===== src/rtl/instr_loader_pkg.sv =====
// Shared types and constants for the instruction loader and its RAM.
package instr_loader_pkg;

    typedef enum logic [1:0] {
        IDLE,
        LOAD_LO,
        LOAD_HI,
        RUN
    } state_t;

    localparam logic [15:0] NOP = 16'h0000;
    localparam int unsigned DEFAULT_ADDR_W = 8;

endpackage


===== src/rtl/instr_ram.sv =====
// DEPTH x 16 simple dual-port synchronous RAM: one write port, one registered read port.
module instr_ram #(
    parameter int unsigned ADDR_W = 8
) (
    input  logic              clk,
    input  logic              we,
    input  logic [ADDR_W-1:0] wr_addr,
    input  logic [15:0]       wr_data,
    input  logic [ADDR_W-1:0] rd_addr,
    output logic [15:0]       rd_data
);

    logic [15:0] mem [0:(1 << ADDR_W) - 1];

    always_ff @(posedge clk) begin
        if (we) begin
            mem[wr_addr] <= wr_data;
        end
        rd_data <= mem[rd_addr];
    end

endmodule


===== src/rtl/instr_loader.sv =====
// Byte-wise program loader into instruction RAM; serves one instruction per cycle in RUN.
module instr_loader
    import instr_loader_pkg::*;
#(
    parameter int unsigned ADDR_W = DEFAULT_ADDR_W
) (
    input  logic              clk,
    input  logic              rst,
    input  logic              load_start,
    input  logic [ADDR_W:0]   load_count,
    input  logic              host_valid,
    input  logic [7:0]        host_data,
    output logic              host_ready,
    input  logic [15:0]       pc,
    output logic [15:0]       instruction,
    output logic              core_rst,
    output logic [ADDR_W:0]   loaded_words,
    output logic              fetch_fault
);

    localparam int unsigned   DEPTH   = 1 << ADDR_W;
    localparam logic [ADDR_W:0] DEPTH_W = DEPTH[ADDR_W:0];
    localparam logic [ADDR_W:0] ONE     = {{ADDR_W{1'b0}}, 1'b1};

    state_t            state, next_state;
    logic [ADDR_W:0]   wr_ptr;
    logic [ADDR_W:0]   count;
    logic [ADDR_W:0]   clamped;
    logic [7:0]        low_byte;
    logic              fault_q;
    logic              accept;
    logic              setup;
    logic              wr_en;
    logic [15:0]       rd_data;

    assign clamped    = (load_count > DEPTH_W) ? DEPTH_W : load_count;
    assign host_ready = (state == LOAD_LO) || (state == LOAD_HI);
    assign accept     = host_valid && host_ready;
    assign core_rst   = (state != RUN);

    always_ff @(posedge clk) begin
        if (rst) begin
            state <= IDLE;
        end else begin
            state <= next_state;
        end
    end

    always_comb begin
        next_state = state;
        setup      = 1'b0;
        wr_en      = 1'b0;
        case (state)
            IDLE: begin
                if (load_start) begin
                    if (clamped != '0) begin
                        next_state = LOAD_LO;
                        setup      = 1'b1;
                    end else begin
                        next_state = RUN;
                    end
                end
            end
            LOAD_LO: begin
                if (accept) begin
                    next_state = LOAD_HI;
                end
            end
            LOAD_HI: begin
                if (accept) begin
                    wr_en      = 1'b1;
                    next_state = (wr_ptr == count - ONE) ? RUN : LOAD_LO;
                end
            end
            RUN: begin
                if (load_start && (clamped != '0)) begin
                    next_state = LOAD_LO;
                    setup      = 1'b1;
                end
            end
            default: next_state = IDLE;
        endcase
    end

    always_ff @(posedge clk) begin
        if (rst) begin
            wr_ptr       <= '0;
            count        <= '0;
            loaded_words <= '0;
            low_byte     <= '0;
            fault_q      <= 1'b0;
        end else begin
            if (setup) begin
                wr_ptr       <= '0;
                count        <= clamped;
                loaded_words <= '0;
            end
            if ((state == LOAD_LO) && accept) begin
                low_byte <= host_data;
            end
            if (wr_en) begin
                wr_ptr       <= wr_ptr + ONE;
                loaded_words <= wr_ptr + ONE;
            end
            // Full-width compare so pc values aliasing into the RAM still fault.
            fault_q <= (pc >= 16'(loaded_words));
        end
    end

    instr_ram #(
        .ADDR_W (ADDR_W)
    ) u_ram (
        .clk     (clk),
        .we      (wr_en),
        .wr_addr (wr_ptr[ADDR_W-1:0]),
        .wr_data ({host_data, low_byte}),
        .rd_addr (pc[ADDR_W-1:0]),
        .rd_data (rd_data)
    );

    // RAM data and fault flag are both registered; gating by state forces NOP outside RUN.
    assign instruction = ((state == RUN) && !fault_q) ? rd_data : NOP;
    assign fetch_fault = (state == RUN) && fault_q;

endmodule


===== config.mk =====
export PLATFORM = sky130hd
export DESIGN_NAME = instr_loader
export DESIGN_NICKNAME = d
export VERILOG_FILES = /design/src/rtl/instr_loader_pkg.sv /design/src/rtl/instr_ram.sv /design/src/rtl/instr_loader.sv
export SDC_FILE = /design/constraint.sdc
export NUM_CORES = 2
export LEC_CHECK = 0
export CAP_MARGIN = 25
export CORE_MARGIN = 1
export CORE_UTILIZATION = 35
export CTS_CLUSTER_DIAMETER = 150
export DETAILED_ROUTE_END_ITERATION = 6
export PLACE_DENSITY = 0.51
export RECOVER_POWER = 50
export SETUP_SLACK_MARGIN = 0.3
export SYNTH_ARGS = -nofsm -noshare
export SYNTH_HDL_FRONTEND = slang
export SYNTH_SLANG_ARGS = --single-unit

===== constraint.sdc =====
create_clock -name clk -period 4.2 [get_ports clk]
set_input_delay 1.05 -clock clk [delete_from_list [all_inputs] [get_ports clk]]
set_output_delay 1.05 -clock clk [all_outputs]
set_load 0.05 [all_outputs]

* After elaboration in Yosys (flattened, before gate mapping)
Memories as Yosys holds them, arrays and structs flattened. A register that Yosys moved wholly into a read port is not among the register bits.
Cells that the tools add are included.
** Storage, ports and cells
- Flip-flop bits (word level) :: 29
- Memory bits (writable) :: 4096
- Input port bits :: 37
- Output and inout port bits :: 28
- Logic and storage cells :: 49
- Memories :: 1
** Operators by class
- Add/subtract/negate cells :: 2
- $lt $le $gt $ge :: 2
- Eq/ne operators :: 9
- Mux-type cells :: 19
- Reductions and logical operators :: 11
** Memory list
- u_ram.mem :: depth 256, width 16, rd ports 1, clocked after memory_dff 1, write ports 1, line instr_ram.sv:13 : logic [15:0] mem [0:(1 << ADDR_W) - 1];
** Operators by type and width (number)
- $mux W9 :: 3
- $ge A16 B9 Y1 :: 1
- $mux W16 :: 1
- $mux W2 :: 6
- $ne A2 B2 Y1 const B :: 5
- $add A9 B1 Y9 const B :: 1
- $eq A9 B9 Y1 :: 1
- $gt A9 B9 Y1 const B :: 1
- $reduce_bool A9 Y1 :: 1
- $sub A9 B1 Y9 const B :: 1
- $pmux W2 S4 :: 1
- $mux W1 :: 7
- $logic_and A1 B1 Y1 :: 5
- $eq A2 B2 Y1 const B :: 2
- $reduce_and A4 Y1 :: 1
- $eq A2 B1 Y1 const B :: 1
- $logic_not A2 Y1 :: 1
- $pmux W1 S2 :: 1
- $reduce_bool A2 Y1 :: 1
- $logic_not A1 Y1 :: 1
- $logic_or A1 B1 Y1 :: 1

* Longest topological paths before layout
- Word-level depth :: 8
- Gate-level depth with buffers :: 12
- Gate-level depth less buffers :: 9

* Modules after synthesis
A second synthesis with hierarchy kept.
** Second synthesis, totals
- Cells, all modules :: 7601
- Area, all modules :: 160710.4 um^2
** Modules (own cells, without submodules)
- instr_ram :: times used 1, cells each 7360, area an instance 158714.7 um^2, sequential area each 123318.3 um^2
- instr_loader :: times used 1, cells each 241, area an instance 1995.7 um^2, sequential area each 580.6 um^2

* Worst setup path before layout
OpenSTA, ideal clock, no wires.
- Path kind :: register -> register
- Start point :: register low_byte[0]
- End point :: memory u_ram.mem[0][0], data pin
- Library setup time :: 0.856 ns
- Data arrival time :: 3.397 ns
- Data required time :: 3.344 ns
- Slack :: -0.053 ns
- Cell stages (with the launch flop) :: 1
- Buffers on the path :: 0
- Period minus slack after synthesis :: 4.253 ns
- Path through :: dfxtp_1
** RTL lines
- start: declaration :: line instr_loader.sv:29 : logic [7:0] low_byte;
- start signal: assignment :: line instr_loader.sv:99 : low_byte <= host_data;
- end: declaration :: line instr_ram.sv:13
No word-level cell before the write port.

* Worst setup path after layout
- Start point :: input port host_data[7]
- End point :: memory u_ram.mem[98][15], data pin
** RTL lines
- start: declaration :: line instr_loader.sv:12 : input logic [7:0] host_data,
No word-level cell before the write port.

==> results.txt <==
STA classifies the critical path endpoint as a flip-flop. The count of yosys warnings during synthesis is 0. The number of detailed-route iterations in the first pass is 6.

65 I/O pins were placed. The worst hold slack after final layout is 0.5244 ns. The layout net count came out at 8349. The final reports fail on capacitance limit, slew limit. The number of global-route vias before repair came out at 80500. The combined global-route utilization of all metal layers came out at 0.1962. The routability-driven placement congestion ratio came out at 0.8678. The post-DP HPWL is 285200 um. After global routing the overflow that remains totals 0. For this run, the leading register cell type out of synthesis is sky130_fd_sc_hd__edfxtp_1. Static timing analysis puts the maximum clock frequency at 0.2531 GHz. The ratio of cells with drive above 1 in the final layout came out at 0.2743. The DRC marker count from the first detailed-route iteration is 8801.

The cell family with the largest share of critical-path delay is buffers and inverters. The data required time at the worst endpoint is 4.82 ns. Of the available clock period, the critical path in the final layout requires 0.9407. The count of flip-flops with a built-in enable after synthesis is 4096.

The async set-or-reset flop fraction in the synthesized netlist came out at 0. The count of maximum capacitance violations came out at 18. The effective utilization at floorplan came out at 0.3513. The final non-filler cell area came out at 186500 um^2. TritonCTS built the clock tree.

The CTS buffer count is 434. The number of hold-slack violations in the final timing report is 0. The number of vias after detailed routing is 79810. The cell area that synthesis handed to floorplanning was 158900 um^2. Of the post-synthesis cell area, the dominant cell type holds 0.7738. Summing all placed instances gives a cell area of 173100 um^2.

The total area of multi-input combinational cells came out at 32930 um^2. The worst ir drop on vdd came out at 0.0003536 V. In this run the deepest clock path goes through 4 buffers. The clock tree synthesis step divided the H-tree into 5 levels.

The sequential cell area fraction in the yosys report came out at 0.7795. The vias per cell came out at 5.454. Walking the worst path, the cells encountered are clkbuf_1, clkbuf_2.

The initial antenna violation count came to 29. The vertical extent of the die came out at 675.9 um. The clock insertion delay at the later pin of the skew report is 1.00 ns.

The slack of the critical path is 0.2489 ns. The time the worst path needs with I/O delays and setup is 3.951 ns. Fill cells in the final layout number 39790.

The total power per unit cell area came out at 469.4 nW/um^2. The maximum fanout count along the critical path is 44. The critical-path cell with the highest stage delay is sky130_fd_sc_hd__clkbuf_1. The number of distinct standard cells referenced by the synthesized netlist came out at 49. The worst relative slew slack came out at -1.455. The utilization after layout is 0.4121.

In the global route stage, met1 resource usage came out at 0.2749. The total number of clock tree sinks came out at 4141. The detail-routed net length per standard cell is 31.18 um.

The final setup violation count is 0. The signal arrival time at the worst endpoint is 4.57 ns. In the synthesized netlist, the cells that appear most often are sky130_fd_sc_hd__edfxtp_1 (4096), sky130_fd_sc_hd__mux4_2 (800), sky130_fd_sc_hd__mux2i_1 (569). The die boundary width is 675.9 um. The busiest metal layer after global routing is met2. After clock tree synthesis, the clock-pin slew on the worst setup and hold paths is 0.06 ns. The run finished, with violations left.

Summed over all instances, the cell type with the most area after synthesis is sky130_fd_sc_hd__edfxtp_1. The worst path buffer plus inverter count is 2. The DRC violation count after routing is 0. Relative to the synthesized area, the layout overhead comes to 17.31%. For this run, global-route usage on met3 was measured as 0.02668. The worst setup path is launched from an input port. Counting flops and latches in the post-synthesis netlist gives 4141. The transition time at the pin with the least slew margin came out at 3.682 ns. Setup repair after global routing could not meet its margin everywhere. The cell count after synthesis came out at 7424. The leakage power figure is 63.08 nW. The number of pins exceeding their max-slew limit in the final report was 1265. The count of buffers inserted at the top-level ports came out at 64.

By instance count, the leading cell after synthesis is sky130_fd_sc_hd__edfxtp_1. The standard-cell row count is 247. The root buffer cell chosen for the clock tree is sky130_fd_sc_hd__clkbuf_16. By area the synthesized netlist is led by sky130_fd_sc_hd__edfxtp_1 (77%), sky130_fd_sc_hd__mux4_2 (11%), sky130_fd_sc_hd__mux2i_1 (3.6%).

The synthesized netlist net count is 7481. The synthesized area per cell came out at 21.41 um^2. The final layout contains routed wiring with a total length of 456300 um. The final antenna-violating net count came out at 0. The die area is 456800 um^2. The sequential cell area came out at 123900 um^2. The maximum number of pins on one net before global-route repair is 177. The worst setup timing slack at the placement stage came out at -0.5265 ns. The startpoint-to-endpoint class of the critical path is input port to flip-flop. The longest individual stage delay on the worst path is 2.19 ns.

The region available for standard cell placement spans 452400 um^2. The wire length of the first global-routing pass came out at 635900 um. The worst hold path belongs to the class flip-flop to flip-flop.

The worst clock skew came out at 0.07402 ns. For this run, global-route usage on met2 was measured as 0.3185.
## path summary, 6_finish.rpt
check                           startpoint                     endpoint  slack, ns  depth (start not counted)
setup / recovery              host_data[7]  u_ram.mem[98][15]$_DFFE_PP_       0.25                          2
hold / removal       state[0]$_SDFFE_PP0P_        state[0]$_SDFFE_PP0P_       0.52                          2
setup reg to reg  low_byte[0]$_SDFFE_PP0P_  u_ram.mem[229][0]$_DFFE_PP_       0.26                          1
hold reg to reg      state[0]$_SDFFE_PP0P_        state[0]$_SDFFE_PP0P_       0.52                          2
## sequential cells by signal, indices dropped and copies added, names as in the netlist
name and cells:
count 9, fault_q 1, low_byte 8, state 2, u_ram.mem 4096, u_ram.rd_data 16, wr_ptr 9
## layout by cell type (no fill, tap or decap), types with 25 or more instances in the layout
cell type / n
sky130_fd_sc_hd__buf_12: 150
sky130_fd_sc_hd__buf_4: 634
sky130_fd_sc_hd__clkbuf_1: 136
sky130_fd_sc_hd__o21ai_0: 40
sky130_fd_sc_hd__a21oi_1: 114
sky130_fd_sc_hd__clkdlybuf4s50_1: 35
sky130_fd_sc_hd__nor4_1: 64
sky130_fd_sc_hd__nand4_1: 68
sky130_fd_sc_hd__mux4_2: 800
sky130_fd_sc_hd__a221oi_1: 40
sky130_fd_sc_hd__clkinv_2: 62
sky130_fd_sc_hd__nand3_1: 25
sky130_fd_sc_hd__a22o_1: 96
sky130_fd_sc_hd__nand2_1: 40
sky130_fd_sc_hd__clkinv_1: 98
sky130_fd_sc_hd__mux2i_1: 569
sky130_fd_sc_hd__clkbuf_16: 441
sky130_fd_sc_hd__bufinv_16: 29
sky130_fd_sc_hd__a22oi_1: 112
sky130_fd_sc_hd__edfxtp_1: 4096
sky130_fd_sc_hd__nor2_1: 214
sky130_fd_sc_hd__dfxtp_1: 43
sky130_fd_sc_hd__nor2_2: 91
sky130_fd_sc_hd__nor3_1: 82
sky130_fd_sc_hd__o22ai_1: 273
## layer usage
layer  wire (um)  up-vias
met5          13        -
met4       15160        2
met3       28160      554
met2      218500     2813
met1      194400    43390
li1            -    33050
## area by class of cell
class                   instances  area share
diodes                         11   0.0001476
well taps                    5976     0.04010
inverters                      16   0.0003221
flip-flops and latches       4141      0.6645
clock buffers                 563     0.06185
multi-input cells            2824      0.1766
repair buffers                875     0.04528
clock inverters               226     0.01125
## per-stage QoR
step / total power [mW] / instances / TNS (ns)
final: 87.54 / 14630 / 0
after global routing: 89.97 / 14620 / 0
after CTS: 88.28 / 14620 / 0
after detailed placement: 51.32 / 13830 / -3.451
after global placement: 51.24 / 13830 / -3.334
after floorplan: 48.99 / 7424 / 0
## logic make-up (layout without fill, tap and decap cells)
logic type	Yosys count	after routing	share of synthesized area
other	0	11	0
buffers and inverters	459	1680	0.01584
AOI/OAI and AO/OA	718	718	0.03141
muxes	1369	1369	0.1492
adders and majority gates	20	20	0.001574
DFF	4141	4141	0.7795
xor gates and xnor gates	13	13	0.0007163
and+or+nand+nor	704	704	0.02180
## power by group
| part | total (mW) | leakage, nW | internal (mW) | switching (mW) |
|---|---|---|---|---|
| clock network | 37.1 | 6.62 | 21.1 | 16.0 |
| registers | 45.9 | 40.9 | 45.7 | 0.169 |
| logic | 4.55 | 15.5 | 1.55 | 2.99 |
## what timing repair did
item                                    in CTS  in global routing
gates resized for setup                     63                 11
hold buffers                                 0                  0
gates cloned                                 0                  0
endpoints found under the setup margin      17                  6
hold endpoints to repair                     0                  0
buffers inserted                             0                  0
Power figures use the tool's default switching activity.
